<file path="src/rtl/regfile_writeback_pkg.sv">
// Shared types and helpers for the register-file writeback path.
package regfile_writeback_pkg;

  localparam int REG_ADDR_W = 3;
  localparam int DATA_W     = 8;
  localparam int NUM_REGS   = 8;

  // One buffered execute result: destination write plus optional overflow byte.
  typedef struct packed {
    logic [REG_ADDR_W-1:0] dest;
    logic [DATA_W-1:0]     data;
    logic                  ovf;
    logic [DATA_W-1:0]     over;
  } wb_entry_t;

  // Register index to one-hot register mask.
  function automatic logic [NUM_REGS-1:0] onehot(input logic [REG_ADDR_W-1:0] idx);
    logic [NUM_REGS-1:0] mask;
    mask      = '0;
    mask[idx] = 1'b1;
    return mask;
  endfunction

endpackage

</file>
<file path="src/rtl/regfile_writeback_if.sv">
// Execute-result handshake, register-file write port and hazard/status signals.
interface regfile_writeback_if;
  import regfile_writeback_pkg::*;

  // execute side
  logic                  result_valid_i;
  logic                  result_ready_o;
  logic [REG_ADDR_W-1:0] destReg_i;
  logic [DATA_W-1:0]     data_i;
  logic                  overFlag_i;
  logic [DATA_W-1:0]     over_i;
  logic                  wb_stall_i;

  // register-file write port
  logic                  writeFlag_o;
  logic [REG_ADDR_W-1:0] destReg_o;
  logic [DATA_W-1:0]     data_o;
  logic                  overFlag_o;
  logic [DATA_W-1:0]     over_o;

  // status
  logic [NUM_REGS-1:0]   pending_o;
  logic [3:0]            count_o;
  logic                  conflict_o;

  // Producer / observer side (execute stage, register file, decode).
  modport master (
    output result_valid_i, destReg_i, data_i, overFlag_i, over_i, wb_stall_i,
    input  result_ready_o, writeFlag_o, destReg_o, data_o, overFlag_o, over_o,
    input  pending_o, count_o, conflict_o
  );

  // Writeback block side.
  modport slave (
    input  result_valid_i, destReg_i, data_i, overFlag_i, over_i, wb_stall_i,
    output result_ready_o, writeFlag_o, destReg_o, data_o, overFlag_o, over_o,
    output pending_o, count_o, conflict_o
  );

endinterface

</file>
<file path="src/rtl/regfile_writeback_fifo.sv">
// Small show-ahead FIFO of writeback entries. The head entry is visible
// combinationally so a result can be written the cycle after it is accepted;
// every slot and its valid bit are exported for hazard-mask generation.
module wb_fifo
  import regfile_writeback_pkg::*;
#(
  parameter int DEPTH = 4
) (
  input  logic                   clk,
  input  logic                   rst,
  input  logic                   push,
  input  logic                   pop,
  input  wb_entry_t              wdata,
  output wb_entry_t              head,
  output logic [3:0]             count,
  output wb_entry_t [DEPTH-1:0]  slots,
  output logic [DEPTH-1:0]       slot_valid
);

  localparam int         PTR_W    = $clog2(DEPTH);
  localparam logic [3:0] FULL_CNT = 4'(DEPTH);

  wb_entry_t        mem_reg [DEPTH];
  logic [PTR_W-1:0] head_reg;
  logic [PTR_W-1:0] tail_reg;
  logic [3:0]       count_reg;
  logic [DEPTH-1:0] valid_reg;
  logic             do_push;
  logic             do_pop;

  // Guard against overflow/underflow even if the caller misbehaves.
  assign do_push = push && (count_reg != FULL_CNT);
  assign do_pop  = pop  && (count_reg != 4'd0);

  // Storage array; written at the tail, no reset needed for payload.
  always_ff @(posedge clk) begin
    if (do_push) begin
      mem_reg[tail_reg] <= wdata;
    end
  end

  // Pointers (wrap naturally since DEPTH is a power of two), count and slot valid bits.
  always_ff @(posedge clk) begin
    if (rst) begin
      head_reg  <= '0;
      tail_reg  <= '0;
      count_reg <= 4'd0;
      valid_reg <= '0;
    end else begin
      if (do_push) begin
        tail_reg            <= tail_reg + 1'b1;
        valid_reg[tail_reg] <= 1'b1;
      end
      if (do_pop) begin
        head_reg <= head_reg + 1'b1;
        // Safe against a same-cycle push: a push never targets the head slot
        // while the FIFO is non-empty and not full-wrapped onto it.
        if (!(do_push && (tail_reg == head_reg))) begin
          valid_reg[head_reg] <= 1'b0;
        end
      end
      case ({do_push, do_pop})
        2'b10:   count_reg <= count_reg + 4'd1;
        2'b01:   count_reg <= count_reg - 4'd1;
        default: count_reg <= count_reg;
      endcase
    end
  end

  assign head       = mem_reg[head_reg];
  assign count      = count_reg;
  assign slot_valid = valid_reg;

  generate
    for (genvar gi = 0; gi < DEPTH; gi++) begin : g_slots
      assign slots[gi] = mem_reg[gi];
    end
  endgenerate

endmodule

</file>
<file path="src/rtl/regfile_writeback.sv">
// Write-side driver for the 8x8 register file: buffers execute results in
// order, issues one register-file write per cycle, drops the overflow byte
// when it would collide with the destination write, and publishes a mask of
// registers that still have writes queued.
module regfile_writeback
  import regfile_writeback_pkg::*;
#(
  parameter int                    DEPTH   = 4,
  parameter logic [REG_ADDR_W-1:0] OVF_REG = 3'd7
) (
  input logic                 clk,
  input logic                 rst,
  regfile_writeback_if.slave  bus
);

  localparam logic [3:0] FULL_CNT = 4'(DEPTH);

  wb_entry_t             in_entry;
  wb_entry_t             head;
  wb_entry_t [DEPTH-1:0] slots;
  logic [DEPTH-1:0]      slot_valid;
  logic [3:0]            count;
  logic                  ready;
  logic                  push;
  logic                  non_empty;
  logic                  issue;
  logic                  conflict_next;
  logic                  conflict_reg;
  logic [NUM_REGS-1:0]   pend_term [DEPTH];
  logic [NUM_REGS-1:0]   pending;

  assign in_entry.dest = bus.destReg_i;
  assign in_entry.data = bus.data_i;
  assign in_entry.ovf  = bus.overFlag_i;
  assign in_entry.over = bus.over_i;

  // Ready only looks at current occupancy; a full queue never accepts, even while draining.
  assign ready     = (count != FULL_CNT);
  assign push      = bus.result_valid_i && ready;
  assign non_empty = (count != 4'd0);
  assign issue     = non_empty && !bus.wb_stall_i;

  wb_fifo #(
    .DEPTH (DEPTH)
  ) u_fifo (
    .clk        (clk),
    .rst        (rst),
    .push       (push),
    .pop        (issue),
    .wdata      (in_entry),
    .head       (head),
    .count      (count),
    .slots      (slots),
    .slot_valid (slot_valid)
  );

  // Overflow byte aimed at the same register as the data write is dropped.
  assign conflict_next = issue && head.ovf && (head.dest == OVF_REG);

  // Conflict flag pulses in the cycle after the offending entry leaves the queue.
  always_ff @(posedge clk) begin
    if (rst) begin
      conflict_reg <= 1'b0;
    end else begin
      conflict_reg <= conflict_next;
    end
  end

  // Per-slot contribution to the hazard mask: destination plus r7 if carrying overflow.
  generate
    for (genvar gi = 0; gi < DEPTH; gi++) begin : g_pend
      assign pend_term[gi] = slot_valid[gi]
                           ? (onehot(slots[gi].dest) | (slots[gi].ovf ? onehot(OVF_REG) : '0))
                           : '0;
    end
  endgenerate

  // OR-reduce the per-slot masks.
  always_comb begin
    pending = '0;
    for (int i = 0; i < DEPTH; i++) begin
      pending = pending | pend_term[i];
    end
  end

  assign bus.result_ready_o = ready;
  assign bus.writeFlag_o    = issue;
  assign bus.destReg_o      = non_empty ? head.dest : '0;
  assign bus.data_o         = non_empty ? head.data : '0;
  assign bus.over_o         = non_empty ? head.over : '0;
  assign bus.overFlag_o     = issue && head.ovf && (head.dest != OVF_REG);
  assign bus.pending_o      = pending;
  assign bus.count_o        = count;
  assign bus.conflict_o     = conflict_reg;

endmodule

</file>
<file path="src/flat_wrapper.sv">
// flat-port wrapper written by rule: the top's interface ports become plain ports
module regfile_writeback_flat import regfile_writeback_pkg::*;
#(
  parameter int                    DEPTH   = 4,
  parameter logic [REG_ADDR_W-1:0] OVF_REG = 3'd7
)
  (clk, rst, bus_result_valid_i, bus_destReg_i, bus_data_i, bus_overFlag_i, bus_over_i, bus_wb_stall_i, bus_result_ready_o, bus_writeFlag_o, bus_destReg_o, bus_data_o, bus_overFlag_o, bus_over_o, bus_pending_o, bus_count_o, bus_conflict_o);
  regfile_writeback_if bus_i ();
  input logic clk;
  input logic rst;
  input wire logic [$bits(bus_i.result_valid_i)-1:0] bus_result_valid_i;
  input wire logic [$bits(bus_i.destReg_i)-1:0] bus_destReg_i;
  input wire logic [$bits(bus_i.data_i)-1:0] bus_data_i;
  input wire logic [$bits(bus_i.overFlag_i)-1:0] bus_overFlag_i;
  input wire logic [$bits(bus_i.over_i)-1:0] bus_over_i;
  input wire logic [$bits(bus_i.wb_stall_i)-1:0] bus_wb_stall_i;
  output wire logic [$bits(bus_i.result_ready_o)-1:0] bus_result_ready_o;
  output wire logic [$bits(bus_i.writeFlag_o)-1:0] bus_writeFlag_o;
  output wire logic [$bits(bus_i.destReg_o)-1:0] bus_destReg_o;
  output wire logic [$bits(bus_i.data_o)-1:0] bus_data_o;
  output wire logic [$bits(bus_i.overFlag_o)-1:0] bus_overFlag_o;
  output wire logic [$bits(bus_i.over_o)-1:0] bus_over_o;
  output wire logic [$bits(bus_i.pending_o)-1:0] bus_pending_o;
  output wire logic [$bits(bus_i.count_o)-1:0] bus_count_o;
  output wire logic [$bits(bus_i.conflict_o)-1:0] bus_conflict_o;
  assign bus_i.result_valid_i = bus_result_valid_i;
  assign bus_i.destReg_i = bus_destReg_i;
  assign bus_i.data_i = bus_data_i;
  assign bus_i.overFlag_i = bus_overFlag_i;
  assign bus_i.over_i = bus_over_i;
  assign bus_i.wb_stall_i = bus_wb_stall_i;
  assign bus_result_ready_o = bus_i.result_ready_o;
  assign bus_writeFlag_o = bus_i.writeFlag_o;
  assign bus_destReg_o = bus_i.destReg_o;
  assign bus_data_o = bus_i.data_o;
  assign bus_overFlag_o = bus_i.overFlag_o;
  assign bus_over_o = bus_i.over_o;
  assign bus_pending_o = bus_i.pending_o;
  assign bus_count_o = bus_i.count_o;
  assign bus_conflict_o = bus_i.conflict_o;
  regfile_writeback #(.DEPTH(DEPTH), .OVF_REG(OVF_REG)) u_core (.clk(clk), .rst(rst), .bus(bus_i));
endmodule
</file>
<file path="config.mk">
export PLATFORM = sky130hd
export DESIGN_NAME = regfile_writeback_flat
export DESIGN_NICKNAME = d
export VERILOG_FILES = /design/src/rtl/regfile_writeback_pkg.sv /design/src/rtl/regfile_writeback_if.sv /design/src/rtl/regfile_writeback_fifo.sv /design/src/rtl/regfile_writeback.sv /design/src/flat_wrapper.sv
export SDC_FILE = /design/constraint.sdc
export NUM_CORES = 1
export LEC_CHECK = 0
export CAP_MARGIN = 20
export CORE_UTILIZATION = 58
export CTS_CLUSTER_DIAMETER = 30
export DETAILED_ROUTE_END_ITERATION = 10
export MAX_ROUTING_LAYER = met4
export PLACE_DENSITY = 0.84
export SKIP_CTS_REPAIR_TIMING = 1
export SLEW_MARGIN = 40
export SYNTH_ARGS = -nofsm -noshare
export SYNTH_HDL_FRONTEND = slang
export SYNTH_SLANG_ARGS = --single-unit
</file>
<file path="constraint.sdc">
create_clock -name clk -period 7.6 [get_ports clk]
set_input_delay 1.9 -clock clk [delete_from_list [all_inputs] [get_ports clk]]
set_output_delay 1.9 -clock clk [all_outputs]
set_load 0.05 [all_outputs]
</file>
---- Word level (Yosys, flattened, before mapping) ----
Memories as Yosys holds them, arrays and structs flattened. A register that Yosys moved wholly into a read port is not among the register bits.
Cells that the tools add are included.
word-level totals
  memories kept ........................... 1
  ROM bits ................................ 0
  output and inout port bits .............. 35
  latch bits .............................. 0
  flip-flop bits (word level) ............. 13
  input bits .............................. 24
  bits in writable memories ............... 80
  word-level logic and storage cells ...... 87
operators by class
  order comparisons ....................... 12
  muxes and demuxes ....................... 32
  multiply operators ...................... 0
  bitwise operators ....................... 10
  equal/unequal tests ..................... 6
  reduce and logical (&&, ||, !) cells .... 17
  add/subtract/negate cells ............... 4
  divide/modulo/power cells ............... 0
  shift-type cells ........................ 0
memory list
  name                   words  bits a word  rd ports  clocked after Yosys merged registers in  write ports  line                          RTL
  u_core.u_fifo.mem_reg  4      20           5         1                                        1            regfile_writeback_fifo.sv:23  wb_entry_t mem_reg [DEPTH];
operators by type and width
  operator               count
  $mux W8                10
  $or A8 B8 Y8           7
  $lt A3 B4 Y1 const B   4
  $mux W4                4
  $logic_and A1 B1 Y1    14
  $demux W1 S3           4
  $ge A3 B1 Y1 const B   4
  $mux W1                8
  $pmux W4 S2            1
  $lt A2 B3 Y1 const B   2
  $add A2 B1 Y2 const B  2
  $add A4 B1 Y4 const B  1
  $and A4 B4 Y4          1
  $demux W1 S2           2
  $ge A2 B1 Y1 const B   2
  $mux W2                2
  $ne A4 B3 Y1 const B   1
  $not A4 Y4             1
  $or A4 B4 Y4           1
  $reduce_bool A4 Y1     1
  $sub A4 B1 Y4 const B  1
  $eq A3 B3 Y1 const B   1
  $mux W3                1
  $ne A3 B3 Y1 const B   1
  other kinds (5)        5

---- Logic depth before layout (Yosys ltp) ----
  word-level depth ........................ 10
  mapped depth ............................ 11

---- Modules after synthesis ----
A second synthesis with hierarchy kept.
unflattened totals
  cell total of the unflattened synthesis .. 261
  area, all modules ....................... 4202.8 um^2
modules (own cells, without submodules)
  module             seq. area each (um^2)  area each (um^2)  cells each  instances
  wb_fifo            2682.6                 3686.0            187         1
  regfile_writeback  20.0                   516.7             74          1

---- Worst setup path after synthesis ----
No wires, ideal clock.
  path kind ............................... input-to-output
  start point ............................. input bus_wb_stall_i
  end point ............................... output bus_overFlag_o
  path slack .............................. 2.407 ns
  arrival time ............................ 3.293 ns
  stages on the path ...................... 2
  required time ........................... 5.700 ns
  path buffers ............................ 0
  path through ............................ nor2_1 -> and3_1
between the ends
  longest elaborated chain between the ends .. 4
RTL lines
  item                              line                     RTL
  start, declared                   flat_wrapper.sv:16       input wire logic [$bits(bus_i.wb_stall_i)-1:0] bus_wb_stall_i;
  $logic_not A1 Y1                  regfile_writeback.sv:41  assign issue = non_empty && !bus.wb_stall_i;
  $logic_and A1 B1 Y1               regfile_writeback.sv:41
  $logic_and A1 B1 Y1 (2 in a row)  regfile_writeback.sv:91  assign bus.overFlag_o = issue && head.ovf && (head.dest != OVF_REG);
  end, declared                     flat_wrapper.sv:21       output wire logic [$bits(bus_i.overFlag_o)-1:0] bus_overFlag_o;
No other way between the ends.

---- Worst setup path in the final report ----
Same ends and word-level chain as after synthesis.

==> results.toml <==
[run_status]
status = "completed"

[placed_design]
place_hpwl_mm = 5.27
place_area_um2 = 4850
port_buffers = 58
gp_congestion = 0.936

[cts]
cts_buffers = 9
cts_root_buf = "clkbuf_8"
cts_tree = "built"
cts.sinks = 95
clockBufferDepth = 2
clk_pin_slew_worst_paths_ns = 0.08
htreeDepth = 3
clock_latency_ns = 0.36

[detailed_routing]
routed.top_layer = "met4"
drtAntennaViolNets = 0
dr_wl_met2_mm = 4.09
drt-met1-wl_mm = 3.52
viasPerCell = 5.90
wire_per_inst_um = 18.9
drtPass1Iterations = 4
routed_wl_mm = 8.08
drc_errors = 0
drt-initial-drc-count = 220
vias = 2519
wl_met3_um = 293

[layout]
antennaDiodeCount = 0
final_nets = 360
drive_above_1_share_pct = 14.2
final_util_pct = 73.2
syn2layout_area_growth_pct = 20.2
design_area_um2 = 5050
largest_reg_flops = 80

[timing]
clock_skew_ns = 0.00724
slew_headroom_pct = 61.0
hold_viol = 0
slew_violations = 0
fin_crit_ns = 5.77
setup_violations = 0
tightest_slew_ns = 0.585
timing.fmax_mhz = 173
fin_tns_setup_ns = 0
rsz0062_at_grt = "no"
fin_crit_sh_pct = 75.9

[logic_synthesis]
synth_seq_cells = 95
synth_simple_gate_area_share_pct = 11.9
async_flop_share_pct = 0
synth_seq_area_share_pct = 64.3
syn_nets = 301
synth_edf_count = 80
netlist_area_um2 = 4200
synth_area_per_cell_um2 = 15.7
synth_ff_type = "edfxtp_1"
ys_warn_count = 0
synth_cell_type_count = 45
syn_inst = 267
synthAdderAreaFrac_pct = 2.98
synth_compound_area_share_pct = 6.07
synth_xor_area_share_pct = 1.25
synthMuxAreaShare_pct = 11.2
synth_top_family_by_area = "simple AND/OR/NAND/NOR gates"

[die]
coreArea_um2 = 6910
start_util_pct = 60.9
pin_count = 59
die_x_um = 87.1
rows = 30
die_y_um = 87.1
die_area_um2 = 7590

[worst_hold_path]
min-delay-start = "u_core.u_fifo.slot_valid[1]"
hold_class = "flop to flop"

[run]
drv_cap = 0

[grt]
grt_pass1_wl_mm = 12.6
antenna_found_initial = 0
grt_use_total_pct = 24.1
grt_pass1_vias = 2467
grt_start_max_net_pins = 24
grt_remaining_overflow = 0

[critical_path]
end_kind = "output port"
cp_max_fo = 6
cp.arrival_ns = 3.87
r2r-start = "u_core.u_fifo.count[2]"
crit_start = "bus_wb_stall_i"
critPathLaunchType = "primary input"
crit_type = "primary input to output port"
cp.required_ns = 5.70

[power_and_ir_drop]
total_power_mw = 1.89
p_per_area_nw_per_um2 = 374
p_int_mw = 1.11
peakVddDrop_uv = 265
p_switching_uw = 776
seqPwrFrac_pct = 37.1
switching_share_pct = 41.1
p_leak_nw = 1.64
combPwrFrac_pct = 45.2
clkPwrFrac_pct = 17.8
[worst max-delay path, stage by stage]
cell,delay [ns]
clkdlybuf4s50_1,0.51
nor2_1,0.42
and3_1,0.23
clkdlybuf4s50_1,0.80
[cell usage in the layout (no fill, tap or decap), types with 3 or more instances in the layout]
| master | n |
|---|---|
| edfxtp_1 | 80 |
| clkdlybuf4s50_1 | 58 |
| nor2b_1 | 25 |
| mux4_2 | 20 |
| nor2_1 | 19 |
| dfxtp_1 | 14 |
| ha_1 | 10 |
| clkbuf_8 | 9 |
| inv_1 | 7 |
| nand2b_1 | 6 |
| nand2_1 | 6 |
| nand3_1 | 5 |
| a22oi_1 | 5 |
| a211oi_1 | 5 |
| o221ai_1 | 4 |
| and3_2 | 4 |
| xnor2_1 | 4 |
| a32oi_1 | 3 |
| nand4_1 | 3 |
| clkinvlp_4 | 3 |
[cell usage after synthesis, types with 5 or more instances]
| master | n | area (um^2) |
|---|---|---|
| edfxtp_1 | 80 | 2400 |
| nor2b_1 | 25 | 156 |
| mux4_2 | 20 | 450 |
| nor2_1 | 19 | 71.3 |
| dfxtp_1 | 15 | 300 |
| ha_1 | 10 | 125 |
| inv_1 | 7 | 26.3 |
| nand2_1 | 6 | 22.5 |
| nand2b_1 | 6 | 37.5 |
| a211oi_1 | 5 | 37.5 |
| a22oi_1 | 5 | 37.5 |
| clkbuf_1 | 5 | 18.8 |
| nand3_1 | 5 | 25.0 |
[cells by family (layout without fill, tap and decap cells)]
| kind of cell | count (synthesis) | in the layout |
|---|---|---|
| flip-flops | 95 | 95 |
| AND/OR/NAND/NOR | 85 | 85 |
| AO/OA/AOI/OAI | 30 | 30 |
| multiplexers | 22 | 22 |
| buffers and inverters | 19 | 83 |
| adder cells (fa/ha/maj) | 10 | 10 |
| XOR/XNOR | 6 | 6 |
[area by class of cell]
class,instances,area (um^2)
fillers,441,1850
clock inverters,7,81.3
flip-flops and latches,95,2700
inverters,7,26.3
multi-input cells,153,1400
well taps,96,120
repair buffers,60,596
clock buffers,9,124
[per-layer routing]
layer,track usage (%),vias up
li1,-,1170
met1,30.5,1257
met2,38.4,77
met3,3.51,15
met4,12.4,0
met5,-,-
[power groups by stage]
| stage | Sequential [mW] | Combinational (mW) | Clock [mW] |
|---|---|---|---|
| detailed placement | 0.713 | 0.856 | 0 |
| floorplan | 0.699 | 0.610 | 0 |
| finish | 0.700 | 0.853 | 0.336 |
| CTS | 0.702 | 0.862 | 0.339 |
| global placement | 0.709 | 0.847 | 0 |
| global route | 0.709 | 0.899 | 0.358 |
[worst paths after layout]
check                                                   end  slack, ns  depth (start not counted)
worst min register to register  u_core.u_fifo.slot_valid[1]       0.56                          2
worst min-delay path            u_core.u_fifo.slot_valid[1]       0.56                          2
worst max register to register       u_core.u_fifo.count[3]       4.62                          8
worst max-delay path                         bus_overFlag_o       1.83                          4
[through the flow]
step / std cells / setup WS [ns] / hold slack, ns
after floorplan: 267 / 2.41 / 0.495
after global placement: 411 / 1.86 / 0.532
after detailed placement: 411 / 1.85 / 0.538
after CTS: 427 / 1.84 / 0.553
after global routing: 427 / 1.75 / 0.590
final: 427 / 1.83 / 0.557
(Power assumes the default switching activity.)
